File: src/rtl/multi_channel_timer.sv
// Multi-channel tick timer: one shared prescaler, NUM_CH up/down channels
// with one-shot or auto-reload mode, sticky done and expire pulse.
module multi_channel_timer #(
  parameter int NUM_CH        = 4,
  parameter int MAX_COUNT     = 2047,
  parameter int CLKS_PER_TICK = 50000,
  localparam int CH_W = (NUM_CH > 1) ? $clog2(NUM_CH) : 1,
  localparam int W    = $clog2(MAX_COUNT + 1),
  localparam int P    = (CLKS_PER_TICK > 1) ? $clog2(CLKS_PER_TICK) : 1
) (
  input  logic                clk,
  input  logic                reset,
  input  logic                cfg_load,
  input  logic [CH_W-1:0]     cfg_ch,
  input  logic                cfg_up,
  input  logic                cfg_reload,
  input  logic [W-1:0]        cfg_limit,
  input  logic [NUM_CH-1:0]   run,
  input  logic [NUM_CH-1:0]   clr_done,
  output logic                tick,
  output logic [NUM_CH*W-1:0] count,
  output logic [NUM_CH-1:0]   expire,
  output logic [NUM_CH-1:0]   done
);

  localparam logic [P-1:0] PRE_LAST = P'(CLKS_PER_TICK - 1);
  localparam logic [W:0]   MAX_EXT  = (W+1)'(MAX_COUNT);

  logic [P-1:0] pre_q;
  logic [W-1:0] lim_in;

  always_ff @(posedge clk or negedge reset) begin
    if (!reset) begin
      pre_q <= '0;
      tick  <= 1'b0;
    end else if (pre_q == PRE_LAST) begin
      pre_q <= '0;
      tick  <= 1'b1;
    end else begin
      pre_q <= pre_q + 1'b1;
      tick  <= 1'b0;
    end
  end

  // widen before comparing so a power-of-two range does not fold
  assign lim_in = ({1'b0, cfg_limit} > MAX_EXT) ? W'(MAX_COUNT)
                                                : cfg_limit;

  for (genvar i = 0; i < NUM_CH; i++) begin : g_ch
    logic         up_q;
    logic         rld_q;
    logic         exp_q;
    logic         done_q;
    logic [W-1:0] lim_q;
    logic [W-1:0] cnt_q;
    logic [W-1:0] start;
    logic [W-1:0] term;
    logic [W-1:0] nxt;
    logic         load;
    logic         step;
    logic         at_term;

    assign load    = cfg_load && (cfg_ch == CH_W'(i));
    assign step    = tick && run[i];
    assign start   = up_q ? '0 : lim_q;
    assign term    = up_q ? lim_q : '0;
    assign at_term = (cnt_q == term);
    assign nxt     = up_q ? cnt_q + 1'b1 : cnt_q - 1'b1;

    always_ff @(posedge clk or negedge reset) begin
      if (!reset) begin
        up_q   <= 1'b1;
        rld_q  <= 1'b0;
        lim_q  <= W'(MAX_COUNT);
        cnt_q  <= '0;
        exp_q  <= 1'b0;
        done_q <= 1'b0;
      end else if (load) begin
        up_q   <= cfg_up;
        rld_q  <= cfg_reload;
        lim_q  <= lim_in;
        cnt_q  <= cfg_up ? '0 : lim_in;
        exp_q  <= 1'b0;
        done_q <= 1'b0;
      end else begin
        exp_q <= 1'b0;
        if (clr_done[i]) done_q <= 1'b0;
        // later set overrides the clear above
        if (step) begin
          unique case (1'b1)
            !at_term: begin
              cnt_q <= nxt;
              if (nxt == term) begin
                exp_q  <= 1'b1;
                done_q <= 1'b1;
              end
            end
            at_term && rld_q: begin
              cnt_q <= start;
              if (lim_q == '0) begin
                exp_q  <= 1'b1;
                done_q <= 1'b1;
              end
            end
            default: ;
          endcase
        end
      end
    end

    assign count[i*W +: W] = cnt_q;
    assign expire[i]       = exp_q;
    assign done[i]         = done_q;
  end

endmodule

File: config.mk
export PLATFORM = sky130hd
export DESIGN_NAME = multi_channel_timer
export DESIGN_NICKNAME = d
export VERILOG_FILES = /design/src/rtl/multi_channel_timer.sv
export SDC_FILE = /design/constraint.sdc
export NUM_CORES = 1
export LEC_CHECK = 0
export CELL_PAD_IN_SITES_DETAIL_PLACEMENT = 0
export CELL_PAD_IN_SITES_GLOBAL_PLACEMENT = 2
export CORE_ASPECT_RATIO = 0.6
export CORE_MARGIN = 5
export CORE_UTILIZATION = 34
export CTS_BUF_LIST = sky130_fd_sc_hd__clkbuf_4
export CTS_CLUSTER_DIAMETER = 30
export DETAILED_ROUTE_END_ITERATION = 6
export PLACE_DENSITY = 0.91
export SETUP_SLACK_MARGIN = 0.5
export SLEW_MARGIN = 10
export SYNTH_ARGS = -nofsm -noshare
export SYNTH_HDL_FRONTEND = slang
export SYNTH_SLANG_ARGS = --single-unit
export TNS_END_PERCENT = 1
File: constraint.sdc
create_clock -name clk -period 3.1 [get_ports clk]
set_input_delay 0.465 -clock clk [delete_from_list [all_inputs] [get_ports clk]]
set_output_delay 0.465 -clock clk [all_outputs]
set_load 0.05 [all_outputs]
# Word-level counts from Yosys, hierarchy flattened

Cells that the tools add are included.

$add $sub $neg: 9
Equal/unequal tests: 12
Muxes and demuxes: 79
Reduce and logical (&&, ||, !) cells: 33

Operators with widths:

| kind                                                | count |
|---|---|
| two-way mux 11 bit                                  | 21 |
| equality test 11 bit                                | 8 |
| case mux 11 bit (2 select lines)                    | 4 |
| two-way mux 1 bit                                   | 45 |
| adder 11 x 1 -> 11 bit, second input constant       | 4 |
| logical NOT 11 bit                                  | 4 |
| subtractor 11 x 1 -> 11 bit, second input constant  | 4 |
| adder 16 x 1 -> 16 bit, second input constant       | 1 |
| equality test 16 bit, second input constant         | 1 |
| two-way mux 16 bit                                  | 1 |
| case mux 1 bit (2 select lines)                     | 8 |
| logical AND 1 bit                                   | 12 |
| nonzero test 3 bit                                  | 4 |
| AND reduction 2 bit                                 | 4 |
| nonzero test 2 bit                                  | 4 |
| equality test 2 bit, second input constant          | 2 |
| logical NOT 1 bit                                   | 4 |
| equality test 2 x 1 -> 1 bit, second input constant | 1 |
| logical NOT 2 bit                                   | 1 |

Register bits: 121
Input port bits: 26
Output and inout port bits: 53
Word-level logic and storage cells: 159

# Logic depth before layout (Yosys ltp)

Gate-level depths: netlist of the first run.

Word-level depth: 8
Mapped depth: 13

# Least setup slack after synthesis of the first run

OpenSTA, ideal clock, no wires.

Kind: register to register
Start: register g_ch[2].up_q
End: register g_ch[2].done_q
Setup time: 0.078 ns
Arrival: 3.383 ns
Required time: 3.022 ns
Slack: -0.361 ns
Cell stages (with the launch flop): 13
Cell sequence: dfstp_2 > buf_2 > inv_1 > clkbuf_1 > fa_1 > a21o_1 > a22o_4 > o31a_1 > xnor3_1 > or4b_1 > a311oi_1 > o21ai_1 > a21boi_1

Longest elaborated chain between the ends: 7
Elaborated cells between the ends (all ways): 11

RTL lines:

| element                               | RTL line | RTL |
|---|---|---|
| start: declaration                    | 50       | `logic up_q;` |
| start signal: assignment              | 79       | `up_q <= cfg_up;` |
| two-way mux 11 bit (on tied branches) | 68, 66   |  |
| equality test 11 bit                  | 93       | `if (nxt == term) begin` |
| two-way mux 1 bit                     | 93       |  |
| two-way mux 1 bit                     | 90       | `unique case (1'b1)` |
| case mux 1 bit (2 select lines) *     | 90       |  |
| two-way mux 1 bit *                   | 89       | `if (step) begin` |
| two-way mux 1 bit *                   | 78       | `end else if (load) begin` |
| end signal: assignment                | 77       | `done_q <= 1'b0;` |
| end signal: assignment                | 84       | `done_q <= 1'b0;` |
| end signal: assignment                | 95       | `done_q <= 1'b1;` |
| end: declaration                      | 53       | `logic done_q;` |

Mark *: on every way between the ends. The rest lies on a longest branch, timed or not. The select of a mux whose other input is x is not followed.
A chain may end at the register's enable or synchronous reset.

# Worst setup path after layout of the first run

Ends and elaborated chain as after synthesis.

==> results of run 1 <==
-- per-stage QoR --
step                      cells  setup WS (ns)
after floorplan            1261       -0.00993
final                      1848         0.0442
after CTS                  1841       -0.00127
after detailed placement   1804         -0.147
after global placement     1804         -0.102
after global routing       1848        -0.0644
-- placed cells by master, fill, tap and decap left out, types with 9 or more instances in the layout --
cell type / Yosys / layout
ha_1: 37 / 13
ha_4: 0 / 20
mux2_2: 19 / 16
clkdlybuf4s50_1: 0 / 71
mux2i_1: 18 / 18
nor2b_1: 19 / 19
o22ai_1: 24 / 24
nand2b_1: 24 / 24
xor2_1: 27 / 24
nand4_1: 19 / 19
nor2_1: 97 / 95
a21o_1: 12 / 12
a31oi_1: 26 / 21
nor3b_1: 16 / 14
clkbuf_4: 0 / 19
nand2_1: 169 / 168
o211ai_1: 10 / 10
nor4_1: 16 / 14
buf_4: 11 / 151
xnor2_1: 55 / 49
nor3_1: 27 / 25
o21ai_0: 98 / 93
buf_6: 0 / 9
nand3_1: 29 / 27
dfrtp_1: 73 / 70
and3_1: 13 / 10
a21oi_1: 30 / 25
dfstp_2: 48 / 48
inv_1: 32 / 29
or2_2: 12 / 10
-- cell families (layout without fill, tap and decap cells) --
family	count (synthesis)	in the layout	share of synthesized area, %
other	0	2	0
multiplexers	38	38	3.91
AO/OA/AOI/OAI	340	340	22.6
flip-flops	121	121	29.8
XOR/XNOR	88	88	8.26
adder cells (fa/ha/maj)	41	41	5.24
AND/OR/NAND/NOR	504	504	25.0
buffers and inverters	129	306	5.28
-- power groups by stage --
stage               registers, µW  clock network [µW]  logic [µW]
floorplan                    2320                   0        2600
global placement             2240                   0        4180
detailed placement           2240                   0        4230
CTS                          2230                1340        4540
global route                 2290                1420        5260
finish                       2260                1320        4910
-- what timing repair did --
| item | in CTS | in global routing |
|---|---|---|
| gates resized for setup | 76 | 79 |
| endpoints found under the setup margin | 51 | 52 |
| buffers inserted | 4 | 5 |
| hold endpoints to repair | 21 | 0 |
| hold buffers | 1 | 0 |
| pin swaps | 39 | 44 |
-- worst max-delay path by stage --
stage | from | to | slack, ns | cells past startpoint
after floorplan | g_ch[2].up_q$_DFFE_PN1P_ | g_ch[2].done_q$_DFF_PN0_ | -0.01 | 12
after global placement | g_ch[0].up_q$_DFFE_PN1P_ | g_ch[0].done_q$_DFF_PN0_ | -0.10 | 12
after detailed placement | g_ch[0].up_q$_DFFE_PN1P_ | g_ch[0].done_q$_DFF_PN0_ | -0.15 | 11
after CTS | g_ch[3].up_q$_DFFE_PN1P_ | g_ch[3].done_q$_DFF_PN0_ | -0.001 | 11
after global routing | g_ch[2].up_q$_DFFE_PN1P_ | g_ch[2].done_q$_DFF_PN0_ | -0.06 | 12
final | g_ch[2].up_q$_DFFE_PN1P_ | g_ch[2].done_q$_DFF_PN0_ | 0.04 | 12
-- worst reg2reg max path, cell delays in order, from the launching register on --
cell	delay [ns]
dfstp_2	0.57
inv_4	0.08
buf_4	0.15
ha_4	0.24
and3_4	0.18
a22o_4	0.25
o31a_1	0.27
xnor2_1	0.16
or4b_1	0.47
a311oi_1	0.26
buf_4	0.16
o21ai_2	0.07
a21boi_1	0.14
-- state kept, by name (all words and copies together), names as in the netlist --
register / flops
g_ch.cnt_q: 44
g_ch.lim_q: 44
pre_q: 16
g_ch.done_q: 4
g_ch.exp_q: 4
g_ch.rld_q: 4
g_ch.up_q: 4
tick: 1
-- layout make-up --
cell class / instances / share of cell area, %
multi-input combinational: 1011 / 55.1
sequential: 121 / 22.6
timing repair buffer: 241 / 15.3
tap: 408 / 3.73
clock inverter: 13 / 1.28
clock buffer: 19 / 1.04
inverter: 33 / 0.995
antenna: 2 / 0.0365
-- per-layer routing --
metal	share of wire, %	routed length (µm)
met5	0.019	7
met4	0.92	348
met3	7.8	2960
met2	39	14600
met1	52	19700
==> metrics.cfg, run 1 <==
[outcome]
status=complete, no violations

[pwr]
fin_total_pwr_uw=8490
clkPwrFrac_pct=15.6
p_switching_uw=3660
leakagePower_uw=0.00546
power_frac_comb_pct=57.8
vdd_drop_max_mv=0.342
power.density_nw_per_um2=620
p_int_uw=4830
p_sw_share_pct=43.1
p_seq_share_pct=26.7

[worst_setup_path]
reg2reg_to=g_ch[2].done_q$_DFF_PN0_
path_class=reg -> reg
crit_fanout=8
ff2ff_setup_slack_ns=0.04
crit_family=compound AO/OA/AOI/OAI gates
start_kind=register
critPathMaxStageDelay_ns=0.57
r2r-start=g_ch[2].up_q$_DFFE_PN1P_
critical_path_buf_inv_count=3
cp_slowest_cell=dfstp_2
cp.arrival_ns=3.56
cp_common_cell=buf_4
worstPathRequired_ns=3.61
r2r_cells=12
cp_cell_sequence=inv_4 -> buf_4 -> ha_4 -> and3_4 -> a22o_4 -> o31a_1 -> xnor2_1 -> or4b_1 -> a311oi_1 -> buf_4 -> o21ai_2 -> a21boi_1
endpoint_kind=register

[synth]
yosysWarnings=0
synthesis.area_um2=10400
yosys-top-cells-area=dfrtp_1, dfstp_2, nand2_1
yosysUniqueCellTypes=87
syn-num-nets=1328
seq_area_frac_synth_pct=29.8
ys_ff_latch=121
synthFlopType=dfrtp_1
synth_edf_count=0
yosysTopAreaCell=dfrtp_1
syn_area_per_cell_um2=8.23
yosys-top-cells-count=nand2_1, o21ai_0, nor2_1, dfrtp_1, clkbuf_1
async_flop_share_pct=100
synth_top_area_share_pct=17.6
synth_most_common_cell=nand2_1
synth_cells=1261

[global_route]
use_met3_pct=4.50
grt.total_usage_pct=21.0
grt_busiest_layer=met1
antenna_found_initial=3
gr-total-overflow=0
grt_pass1_wl_um=57600
use_met2_pct=26.9
grt_start_max_net_pins=65
grt_pass1_vias=9712
grt_use_met1_pct=35.2

[floorplan]
die-width_um=235
io_pins=79
start_util_pct=34.5
dieArea_um2=34200
fp-row-count=49
core_area_um2=30000
die_y_um=145

[cts]
clk_latency_ns=0.59
path_clk_slew_ns=0.13
numCtsBuffers=17
cts-root-buf=clkbuf_4
cts.sinks=121
cts_tree=built
htreeDepth=4
cts_buffer_depth=2

[cells_and_area]
nNetsFinal=1492
regArea_um2=3090
multi_input_area_um2=7550
area_delta_synth_final_pct=32.1
fin_area_um2=13700
n_fill_cell=2964
utilization_pct=45.6
drive_gt1_share_pct=27.5

[routing]
dr_total_vias=10600
drt_wl_total_um=37700
antenna_left=0
wire_per_inst_um=20.4
drt_iter0_markers=1150
drc=0
via_per_inst=5.76
drtPass1Iterations=7

[timing]
holdWs_ns=0.368
rsz0062_at_grt=true
worst_slew_pin_slew_ns=0.670
fmax_ghz=0.327
finalHoldViolCount=0
maxSlewHeadroom_pct=55.2
fin_crit_sh_pct=98.6
finClkSkew_ns=0.0237
slew_violations=0
tns_ns=0
setup_viol=0
fin_crit_ns=3.06

[job]
maxCapViolCount=0

[place]
placed_area_um2=12400
dp_hpwl_um=28200
gp_congestion=0.921
port_buffers=78

[hold_path]
hold_path_class=in -> async

Note: power is estimated with default switching activity, not from simulation.
==> inputs of run 2 (changes only) <==
--- a/config.mk
+++ b/config.mk
@@ -8,7 +8,6 @@
 export CELL_PAD_IN_SITES_DETAIL_PLACEMENT = 0
 export CELL_PAD_IN_SITES_GLOBAL_PLACEMENT = 2
 export CORE_ASPECT_RATIO = 0.6
-export CORE_MARGIN = 5
 export CORE_UTILIZATION = 34
 export CTS_BUF_LIST = sky130_fd_sc_hd__clkbuf_4
 export CTS_CLUSTER_DIAMETER = 30
==> constraint.sdc (replaced) <==
create_clock -name clk -period 2.45 [get_ports clk]
set_input_delay 0.3675 -clock clk [delete_from_list [all_inputs] [get_ports clk]]
set_output_delay 0.3675 -clock clk [all_outputs]
set_load 0.05 [all_outputs]
==> metrics.cfg, run 2 (synthesized netlist as in run 1, its figures left out) <==
[outcome]
status=finished, violations left  ; was complete, no violations
violations=setup timing

[timing]
setup_viol=40  ; was 0
fin_crit_sh_pct=128  ; was 98.6%
tns_ns=-12.51  ; was 0 ns
holdWs_ns=0.326  ; was 0.368 ns
rsz0062_at_grt=true  ; unchanged
finClkSkew_ns=0.0213  ; was 0.0237 ns
maxSlewHeadroom_pct=54.1  ; was 55.2%
worst_slew_pin_slew_ns=0.686  ; was 0.670 ns
fin_ws_ns=-0.692  ; was 0.0442 ns
slew_violations=0  ; unchanged
fmax_ghz=0.318  ; was 0.327 GHz
fin_crit_ns=3.14  ; was 3.06 ns
finalHoldViolCount=0  ; unchanged

[routing]
drt_iter0_markers=1279  ; was 1150
via_per_inst=5.61  ; was 5.76
drc=0  ; unchanged
drtPass1Iterations=5  ; was 7
antenna_left=0  ; unchanged
wire_per_inst_um=19.4  ; was 20.4 µm
dr_total_vias=11100  ; was 10600
drt_wl_total_um=38400  ; was 37700 µm

[cts]
htreeDepth=4  ; unchanged
cts_tree=built  ; unchanged
cts-root-buf=clkbuf_4  ; unchanged
cts.sinks=121  ; unchanged
path_clk_slew_ns=0.11  ; was 0.13 ns
numCtsBuffers=17  ; unchanged
cts_buffer_depth=2  ; unchanged
clk_latency_ns=0.56  ; was 0.59 ns

[cells_and_area]
nNetsFinal=1624  ; was 1492
layout_common_cells=buf_4, nand2_1, nor2_1  ; was nand2_1, buf_4, nor2_1
final_common_cell=buf_4  ; was nand2_1
n_fill_cell=2887  ; was 2964
reg.largest.list=g_ch.cnt_q (44), g_ch.lim_q (44), pre_q (16)  ; unchanged
drive_gt1_share_pct=35.4  ; was 27.5%
area_delta_synth_final_pct=38.5  ; was 32.1%
utilization_pct=47.9  ; was 45.6%

[floorplan]
start_util_pct=34.6  ; was 34.5%
fp-row-count=49  ; unchanged
die_y_um=137  ; was 145 µm
io_pins=79  ; unchanged
dieArea_um2=31200  ; was 34200 µm²
core_area_um2=30000  ; about the same
die-width_um=227  ; was 235 µm

[pwr]
fin_total_pwr_uw=11000  ; was 8490 µW
power.density_nw_per_um2=764  ; was 620 nW/µm²
vdd_drop_max_mv=0.398  ; was 0.342 mV
leakagePower_uw=0.00616  ; was 0.00546 µW

[worst_setup_path]
endpoint_kind=register  ; unchanged
path_class=reg -> reg  ; unchanged
crit_fanout=8  ; unchanged
cp.arrival_ns=3.61  ; was 3.56 ns
start_kind=register  ; unchanged
worstPathRequired_ns=2.92  ; was 3.61 ns

[global_route]
grt_pass1_vias=10400  ; was 9712
grt.total_usage_pct=25.1  ; was 21.0%
grt_pass1_wl_um=59600  ; was 57600 µm
antenna_found_initial=3  ; unchanged
grt_start_max_net_pins=49  ; was 65
gr-total-overflow=0  ; unchanged

[place]
gp_congestion=0.924  ; was 0.921
port_buffers=78  ; unchanged
dp_hpwl_um=29600  ; was 28200 µm

[hold_path]
hold_path_class=in -> async  ; unchanged

[job]
maxCapViolCount=0  ; unchanged

run 2: changes by cell type in the layout (fill, tap and decap cells not counted), sizes merged:
cell and change:
buf +155, clkbuf +2, clkdlybuf4s15 +18, clkdlybuf4s18 +1
clkdlybuf4s50 -47, clkinv +2, clkinvlp +1, dlygate4sd2 +6
dlymetal6s2s -3, inv -3
run 2: repair_timing:
action | in CTS | in global routing
buffers inserted | 2 | 4
pin swaps | 40 | 20
hold buffers | 1 | 0
endpoints found under the hold margin | 18 | 0
gates resized for setup | 206 | 107
endpoints found under the setup margin | 113 | 77
run 2: through the flow:
step	setup WS [ns]	area (µm²)	cells
final	-0.692	14400	1980
after CTS	-0.604	14200	1974
after global routing	-0.839	14400	1979
after floorplan	-0.660	10400	1261
after detailed placement	-0.820	13500	1939
after global placement	-0.715	13500	1939
run 2: worst max-delay path: stages (launching register included):
cell        delay, ns
dfstp_2          0.58
clkinvlp_4       0.19
fa_2             0.39
a21o_1           0.20
a2111o_1         0.50
buf_4            0.18
o31ai_4          0.21
xnor2_2          0.13
a211o_1          0.28
nand3_1          0.08
o211ai_1         0.09
buf_4            0.17
o211ai_1         0.08
run 2: layer usage:
metal,track usage [%],up-vias,part of all wire (%)
li1,-,5219,-
met1,38.9,5406,50
met2,33.4,454,39
met3,7.17,37,11
met4,4.85,0,1.2
met5,0,-,0
run 2: report_power, final:
group	switching (µW)	internal, µW	leakage [µW]	total [µW]
Sequential	369	2350	0.00146	2720
Combinational	3400	3170	0.00454	6570
Clock	858	824	0.000164	1680
Total	4620	6340	0.00616	11000
run 2: worst paths after layout:
check	startpoint	endpoint	slack (ns)	depth (start not counted)
worst max-delay path	g_ch[3].up_q$_DFFE_PN1P_	g_ch[3].done_q$_DFF_PN0_	-0.69	12
worst min-delay path	reset	g_ch[0].cnt_q[7]$_DFFE_PN0P_	0.33	2
worst max register to register	g_ch[3].up_q$_DFFE_PN1P_	g_ch[3].done_q$_DFF_PN0_	-0.69	12
worst min register to register	g_ch[0].lim_q[2]$_DFFE_PN1P_	g_ch[0].lim_q[2]$_DFFE_PN1P_	0.49	2
max in group asynchronous	reset	g_ch[2].lim_q[9]$_DFFE_PN1P_	1.35	3
min in group clk	clr_done[1]	g_ch[1].done_q$_DFF_PN0_	0.44	3
run 2: final cells by class:
cell class | count | area, µm² | area share (%)
Sequential cell | 121 | 3090 | 21.5
Inverter | 33 | 139 | 0.967
Clock inverter | 13 | 178 | 1.24
Multi-Input combinational cell | 1011 | 7310 | 50.9
Clock buffer | 19 | 143 | 0.993
Antenna cell | 2 | 5.00 | 0.0348
Tap cell | 408 | 510 | 3.55
Timing Repair Buffer | 373 | 2980 | 20.8
